## src/rtl/uart_rx_fifo.sv

```systemverilog
// uart_rx_fifo: 16x oversampled UART receiver with a first-word-fall-through
// receive FIFO, ready/valid output and sticky framing/parity/overrun flags.
// The serial input is synchronised, deframed by a small FSM and pushed into
// the FIFO one cycle after a clean stop bit.

module uart_rx_fifo #(
  parameter int CLK_HZ     = 100000000,
  parameter int BAUD       = 115200,
  parameter int DATA_BITS  = 8,
  parameter int PARITY     = 0,
  parameter int FIFO_DEPTH = 16
) (
  input  logic                        clk,
  input  logic                        reset,
  input  logic                        rx,
  output logic [DATA_BITS-1:0]        m_data,
  output logic                        m_valid,
  input  logic                        m_ready,
  output logic [$clog2(FIFO_DEPTH):0] level,
  output logic                        frame_err,
  output logic                        parity_err,
  output logic                        overrun,
  input  logic                        clr_err
);

  // Oversampling divisor, rounded to the nearest integer and never below 1.
  localparam int DIV_RAW = (CLK_HZ + BAUD * 8) / (BAUD * 16);
  localparam int DIV     = (DIV_RAW < 1) ? 1 : DIV_RAW;
  localparam int DIV_W   = (DIV > 1) ? $clog2(DIV) : 1;
  localparam logic [DIV_W-1:0] DIV_LAST = DIV_W'(DIV - 1);

  localparam int PTR_W = $clog2(FIFO_DEPTH);
  localparam int LVL_W = PTR_W + 1;
  localparam logic [LVL_W-1:0] LVL_FULL = LVL_W'(FIFO_DEPTH);

  localparam logic [3:0] LAST_BIT   = 4'(DATA_BITS - 1);
  localparam logic       HAS_PARITY = (PARITY != 0);
  localparam logic       ODD_PARITY = (PARITY == 1);

  // Receiver FSM encoding.
  localparam logic [2:0] ST_IDLE  = 3'd0;
  localparam logic [2:0] ST_START = 3'd1;
  localparam logic [2:0] ST_DATA  = 3'd2;
  localparam logic [2:0] ST_PAR   = 3'd3;
  localparam logic [2:0] ST_STOP  = 3'd4;
  localparam logic [2:0] ST_BREAK = 3'd5;

  // Synchroniser
  logic rxMeta;
  logic rxSync;

  // Tick generator
  logic [DIV_W-1:0] divCnt;
  logic             tick;
  logic             startSeen;

  // Receiver FSM
  logic [2:0]           state;
  logic [3:0]           tickNum;
  logic [3:0]           bitNum;
  logic [DATA_BITS-1:0] shiftReg;
  logic                 parityBad;
  logic                 midSample;
  logic                 fullSample;

  // One-cycle requests from the FSM to the FIFO and flag logic
  logic                 wrReq;
  logic [DATA_BITS-1:0] wrData;
  logic                 setFrame;
  logic                 setParity;

  // FIFO
  logic [DATA_BITS-1:0] mem [FIFO_DEPTH];
  logic [PTR_W-1:0]     wrPtr;
  logic [PTR_W-1:0]     rdPtr;
  logic [LVL_W-1:0]     levelReg;
  logic [LVL_W-1:0]     levelNext;
  logic                 validReg;
  logic                 doPush;
  logic                 doPop;
  logic                 fifoFull;
  logic                 dropChar;

  // Bring the asynchronous line into the clock domain; idle-high reset value.
  always_ff @(posedge clk or posedge reset) begin
    // NOTE: sequential state always uses non-blocking assignments so every
    // flop samples the pre-edge values of the others.
    if (reset) begin
      rxMeta <= 1'b1;
      rxSync <= 1'b1;
    end else begin
      rxMeta <= rx;
      rxSync <= rxMeta;
    end
  end

  assign startSeen = (state == ST_IDLE) && !rxSync;
  assign tick      = (divCnt == DIV_LAST);

  // Free-running 16x tick counter, realigned to the falling edge of a start bit.
  always_ff @(posedge clk or posedge reset) begin
    if (reset) begin
      divCnt <= '0;
    end else if (startSeen || tick) begin
      divCnt <= '0;
    end else begin
      divCnt <= divCnt + DIV_W'(1);
    end
  end

  // Mid-start-bit sample after 8 ticks, every other sample after 16 ticks.
  assign midSample  = tick && (tickNum == 4'd7);
  assign fullSample = tick && (tickNum == 4'd15);

  // Deframing FSM: start qualification, LSB-first data, optional parity, stop.
  always_ff @(posedge clk or posedge reset) begin
    if (reset) begin
      state     <= ST_IDLE;
      tickNum   <= '0;
      bitNum    <= '0;
      shiftReg  <= '0;
      parityBad <= 1'b0;
      wrReq     <= 1'b0;
      wrData    <= '0;
      setFrame  <= 1'b0;
      setParity <= 1'b0;
    end else begin
      wrReq     <= 1'b0;
      setFrame  <= 1'b0;
      setParity <= 1'b0;
      if (tick && state != ST_IDLE && state != ST_BREAK) begin
        tickNum <= tickNum + 4'd1;
      end
      case (state)
        ST_IDLE: begin
          parityBad <= 1'b0;
          if (!rxSync) begin
            state   <= ST_START;
            tickNum <= '0;
          end
        end
        ST_START: begin
          if (midSample) begin
            tickNum <= '0;
            bitNum  <= '0;
            // A line already back high at mid-bit was a glitch, not a start.
            state   <= rxSync ? ST_IDLE : ST_DATA;
          end
        end
        ST_DATA: begin
          if (fullSample) begin
            tickNum  <= '0;
            shiftReg <= {rxSync, shiftReg[DATA_BITS-1:1]};
            if (bitNum == LAST_BIT) begin
              state <= HAS_PARITY ? ST_PAR : ST_STOP;
            end else begin
              bitNum <= bitNum + 4'd1;
            end
          end
        end
        ST_PAR: begin
          if (fullSample) begin
            tickNum   <= '0;
            parityBad <= (^{shiftReg, rxSync}) != ODD_PARITY;
            state     <= ST_STOP;
          end
        end
        ST_STOP: begin
          if (fullSample) begin
            tickNum <= '0;
            if (rxSync) begin
              if (parityBad) begin
                setParity <= 1'b1;
              end else begin
                wrReq  <= 1'b1;
                wrData <= shiftReg;
              end
              state <= ST_IDLE;
            end else begin
              setFrame <= 1'b1;
              state    <= ST_BREAK;
            end
          end
        end
        ST_BREAK: begin
          // Hold off start detection until the line returns to idle.
          if (rxSync) begin
            state <= ST_IDLE;
          end
        end
        default: begin
          state <= ST_IDLE;
        end
      endcase
    end
  end

  assign fifoFull = (levelReg == LVL_FULL);
  assign doPop    = validReg && m_ready;
  assign doPush   = wrReq && (!fifoFull || doPop);
  assign dropChar = wrReq && fifoFull && !doPop;

  // Next occupancy from the push/pop pair of this cycle.
  always_comb begin
    // NOTE: default assignment first so no path leaves levelNext unassigned,
    // which would otherwise infer a latch.
    levelNext = levelReg;
    case ({doPush, doPop})
      2'b10:   levelNext = levelReg + LVL_W'(1);
      2'b01:   levelNext = levelReg - LVL_W'(1);
      default: levelNext = levelReg;
    endcase
  end

  // FIFO storage write port.
  always_ff @(posedge clk) begin
    // NOTE: the storage array has no reset; m_data is gated by m_valid so
    // stale entries are never visible and the array maps onto plain RAM.
    if (doPush) begin
      mem[wrPtr] <= wrData;
    end
  end

  // FIFO pointers, occupancy and registered valid.
  always_ff @(posedge clk or posedge reset) begin
    if (reset) begin
      wrPtr    <= '0;
      rdPtr    <= '0;
      levelReg <= '0;
      validReg <= 1'b0;
    end else begin
      if (doPush) begin
        wrPtr <= wrPtr + PTR_W'(1);
      end
      if (doPop) begin
        rdPtr <= rdPtr + PTR_W'(1);
      end
      levelReg <= levelNext;
      validReg <= (levelNext != '0);
    end
  end

  // Sticky error flags; a new error in the clearing cycle keeps the flag set.
  always_ff @(posedge clk or posedge reset) begin
    if (reset) begin
      frame_err  <= 1'b0;
      parity_err <= 1'b0;
      overrun    <= 1'b0;
    end else begin
      frame_err  <= (frame_err  && !clr_err) || setFrame;
      parity_err <= (parity_err && !clr_err) || setParity;
      overrun    <= (overrun    && !clr_err) || dropChar;
    end
  end

  assign m_valid = validReg;
  assign level   = levelReg;
  assign m_data  = validReg ? mem[rdPtr] : '0;

endmodule

```

## config.mk

```make
export PLATFORM = sky130hd
export DESIGN_NAME = uart_rx_fifo
export DESIGN_NICKNAME = d
export VERILOG_FILES = /design/src/rtl/uart_rx_fifo.sv
export SDC_FILE = /design/constraint.sdc
export NUM_CORES = 1
export LEC_CHECK = 0
export CORE_MARGIN = 4
export CORE_UTILIZATION = 42
export CTS_CLUSTER_DIAMETER = 60
export DETAILED_ROUTE_END_ITERATION = 7
export PLACE_DENSITY = 0.69
export SLEW_MARGIN = 5
export SYNTH_ARGS = -nofsm -noshare
export SYNTH_HDL_FRONTEND = slang
export SYNTH_SLANG_ARGS = --single-unit
```

## constraint.sdc

```tcl
create_clock -name clk -period 3.4 [get_ports clk]
set_input_delay 0.68 -clock clk [delete_from_list [all_inputs] [get_ports clk]]
set_output_delay 0.68 -clock clk [all_outputs]
set_load 0.05 [all_outputs]
```

==> flow_metrics.py <==
metrics = {
    "finish": {
        "layout_commonest_cell": "edfxtp_1",
        "area_growth_pct": 16.0,
        "fin_nets": 508,
        "mostFrequentLayoutCells": "edfxtp_1 (128), dfrtp_1 (53), mux4_2 (40)",
        "drive_gt1_share_pct": 25.1,
        "n_antenna_cell": 0,
    },
    "timing": {
        "final_max_slew_viol_count": 0,
        "worst_pin_slew_ns": 0.792,
        "rsz0062_at_grt": "no",
        "slew-limit-headroom_pct": 47.1,
        "period_minus_slack_ns": 3.20,
        "fmax_mhz": 312,
        "setup_viol": 0,
        "final.setup.worst_slack_ns": 0.196,
        "hold_viol_final": 0,
        "fin_skew_ns": 0.00965,
        "setup_tns_ns": 0,
        "fin_crit_sh_pct": 94.2,
    },
    "logic_synthesis": {
        "synthArstFlopShare_pct": 30.4,
        "syn_area_per_cell_sq_um": 17.0,
        "ys.flop_type": "edfxtp_1",
        "synth_area_sq_mm": 0.00771,
        "yosysSeqAreaShare_pct": 68.1,
        "synth_area_leaders": "edfxtp_1 (50%), dfrtp_1 (18%), mux4_2 (12%)",
        "syn_inst": 453,
        "synth-seq-cells": 184,
        "synth_top_area_share_pct": 49.8,
        "synth_edf_count": 128,
        "synth_top_cell_by_area": "edfxtp_1",
        "synth_nets": 468,
        "yosys_warnings": 0,
        "synthDistinctLibCells": 52,
    },
    "clock_tree": {
        "cts_sinks": 184,
        "clk_latency_ns": 0.43,
        "clk_pin_slew_ns": 0.07,
        "cts_hold_buf": 0,
        "cts-root-buf": "clkbuf_16",
        "cts_buffers": 17,
        "cts_buffer_depth": 2,
        "cts_tree": "built",
        "ctsHtreeMaxLevel": 4,
    },
    "setup_path": {
        "cp_slowest_stage_delay_ns": 0.54,
        "cpMostUsedCell": "mux4_2",
        "rrSetupSlack_ns": 0.90,
        "critPathLaunchType": "flop",
        "path_cells": "buf_12 -> mux4_2 -> mux4_2 -> and2_1 -> buf_4",
        "cpMaxStageDelayCell": "mux4_2",
        "crit_fanout": 15,
        "r2r_cells": 4,
        "worst-setup-path-type": "reg2out",
        "arrival_ns": 2.52,
        "end_kind": "output pin",
        "cp.required_ns": 2.72,
    },
    "drt": {
        "drt_iter0_drc": 350,
        "drt_first_pass_iters": 6,
        "viasPerCell": 5.39,
        "avgRoutedWirePerCell_um": 19.5,
        "route.vias.total": 3961,
        "ant_nets": 0,
        "drc": 0,
        "wirelength_um": 14400,
    },
    "grt": {
        "grt_max_degree": 35,
        "antenna_found_initial": 0,
        "overflow": 0,
        "track_usage_pct": 15.0,
        "grt_pass1_vias": 4093,
        "grt_first_pass_wirelength_um": 23400,
    },
    "worst_hold_path": {
        "hp-class": "reg2reg",
        "hold_path_depth": 0,
    },
    "die": {
        "initial_core_util_pct": 42.8,
        "coreArea_sq_mm": 0.0180,
        "die_h_um": 144,
        "die_w_um": 144,
        "dieArea_sq_mm": 0.0206,
        "ios": 22,
        "rows": 49,
    },
    "power_and_ir_drop": {
        "peakVddDrop_mv": 0.345,
        "p_leak_nw": 3.58,
        "power_density_mw_per_mm2": 516,
    },
    "outcome": {
        "status": "complete, no violations",
    },
    "placement": {
        "place_worst_setup_slack_ns": 0.361,
        "gp_congestion": 0.884,
        "hpwl_um": 9570,
        "portBuffers": 21,
    },
    "run": {
        "maxCapViolations": 0,
    },
}
## metrics by stage
stage	cells	util (%)	instance area [sq um]	power (W)	hold slack (ns)
floorplan	453	-	7710	0.00244	0.345
global placement	696	45.6	8220	0.00245	0.351
detailed placement	696	45.6	8220	0.00245	0.354
CTS	728	49.3	8890	0.00465	0.361
global route	735	49.6	8940	0.00474	0.368
finish	735	49.6	8940	0.00461	0.359
## cell families after synthesis
group	count (synthesis)	synth area share [%]
adder cells (fa/ha/maj)	11	1.75
AO/OA/AOI/OAI	33	3.16
flip-flops	184	68.1
buffers and inverters	33	2.00
XOR/XNOR	28	3.18
AND/OR/NAND/NOR	103	7.14
multiplexers	61	14.7
## critical path: cells and delay by family, from the launching register on
kind / cells / cell delay (ns)
mux: 2 / 1.01
simple gates: 1 / 0.17
flops: 1 / 0.52
buf+inv: 2 / 0.38
## synthesized netlist by cell type (2+ instances only)
cell type,instances
nand4_1,5
mux2i_1,2
or2_2,2
buf_1,3
o21ai_0,9
xnor2_1,23
ha_1,10
nor3_1,8
nor3b_1,2
o2bb2ai_1,2
a211o_1,2
xor2_1,5
and3_1,4
nor2_1,22
dfrtp_1,54
dfstp_2,2
buf_2,3
a32oi_1,2
clkbuf_1,9
nand3_1,7
and2_1,18
o41ai_1,2
nand3b_1,5
buf_6,3
mux4_2,40
o32ai_1,2
nand2_1,21
a21o_1,2
o31ai_1,2
mux2_2,19
inv_1,14
edfxtp_1,128
or3_1,2
## worst paths after layout
path | endpoint | start
worst max-delay path | m_data[3] | rdPtr[0]
worst min-delay path | rxSync | rxMeta
min in group asynchronous | rdPtr[0] | reset
max in group asynchronous | rxSync | reset
worst max register to register | mem[0][1] | m_valid
worst min register to register | rxSync | rxMeta
## report_power, final
part	internal (W)	switching [W]
registers	0.00238	0.00000208
clock network	0.00139	0.000823
logic	0.00000715	0.0000166
## area by class of cell
type / count / area [sq um]
clock buffers: 18 / 429
clock inverters: 14 / 241
fillers: 1481 / 9080
inverters: 14 / 52.6
multi-input cells: 236 / 2310
flip-flops and latches: 184 / 5250
well taps: 229 / 287
repair buffers: 40 / 370
## repair_timing
| item | in CTS | in global routing |
|---|---|---|
| endpoints found under the hold margin | 0 | 0 |
| pin swaps | 0 | 0 |
| setup endpoints to repair | 3 | 1 |
| gates resized for setup | 1 | 0 |
| setup buffers | 0 | 7 |
## per-layer routing
metal / global-route usage [%] / routed length (um) / vias up
li1: - / - / 1823
met4: 4.91 / 151 / 0
met3: 2.70 / 468 / 13
met5: 0 / 0 / -
met2: 25.0 / 7380 / 74
met1: 20.3 / 6360 / 2051
## flip-flops by register name, indices dropped and copies added (netlist names)
register,flops
frame_err,1
level,5
state,3
shiftReg,8
tickNum,4
parity_err,1
wrData,8
rxMeta,1
setFrame,1
parityBad,1
setParity,1
rxSync,1
divCnt,6
overrun,1
wrPtr,4
bitNum,4
wrReq,1
m_valid,1
mem,128
rdPtr,4
Power figures use the tool's default switching activity.
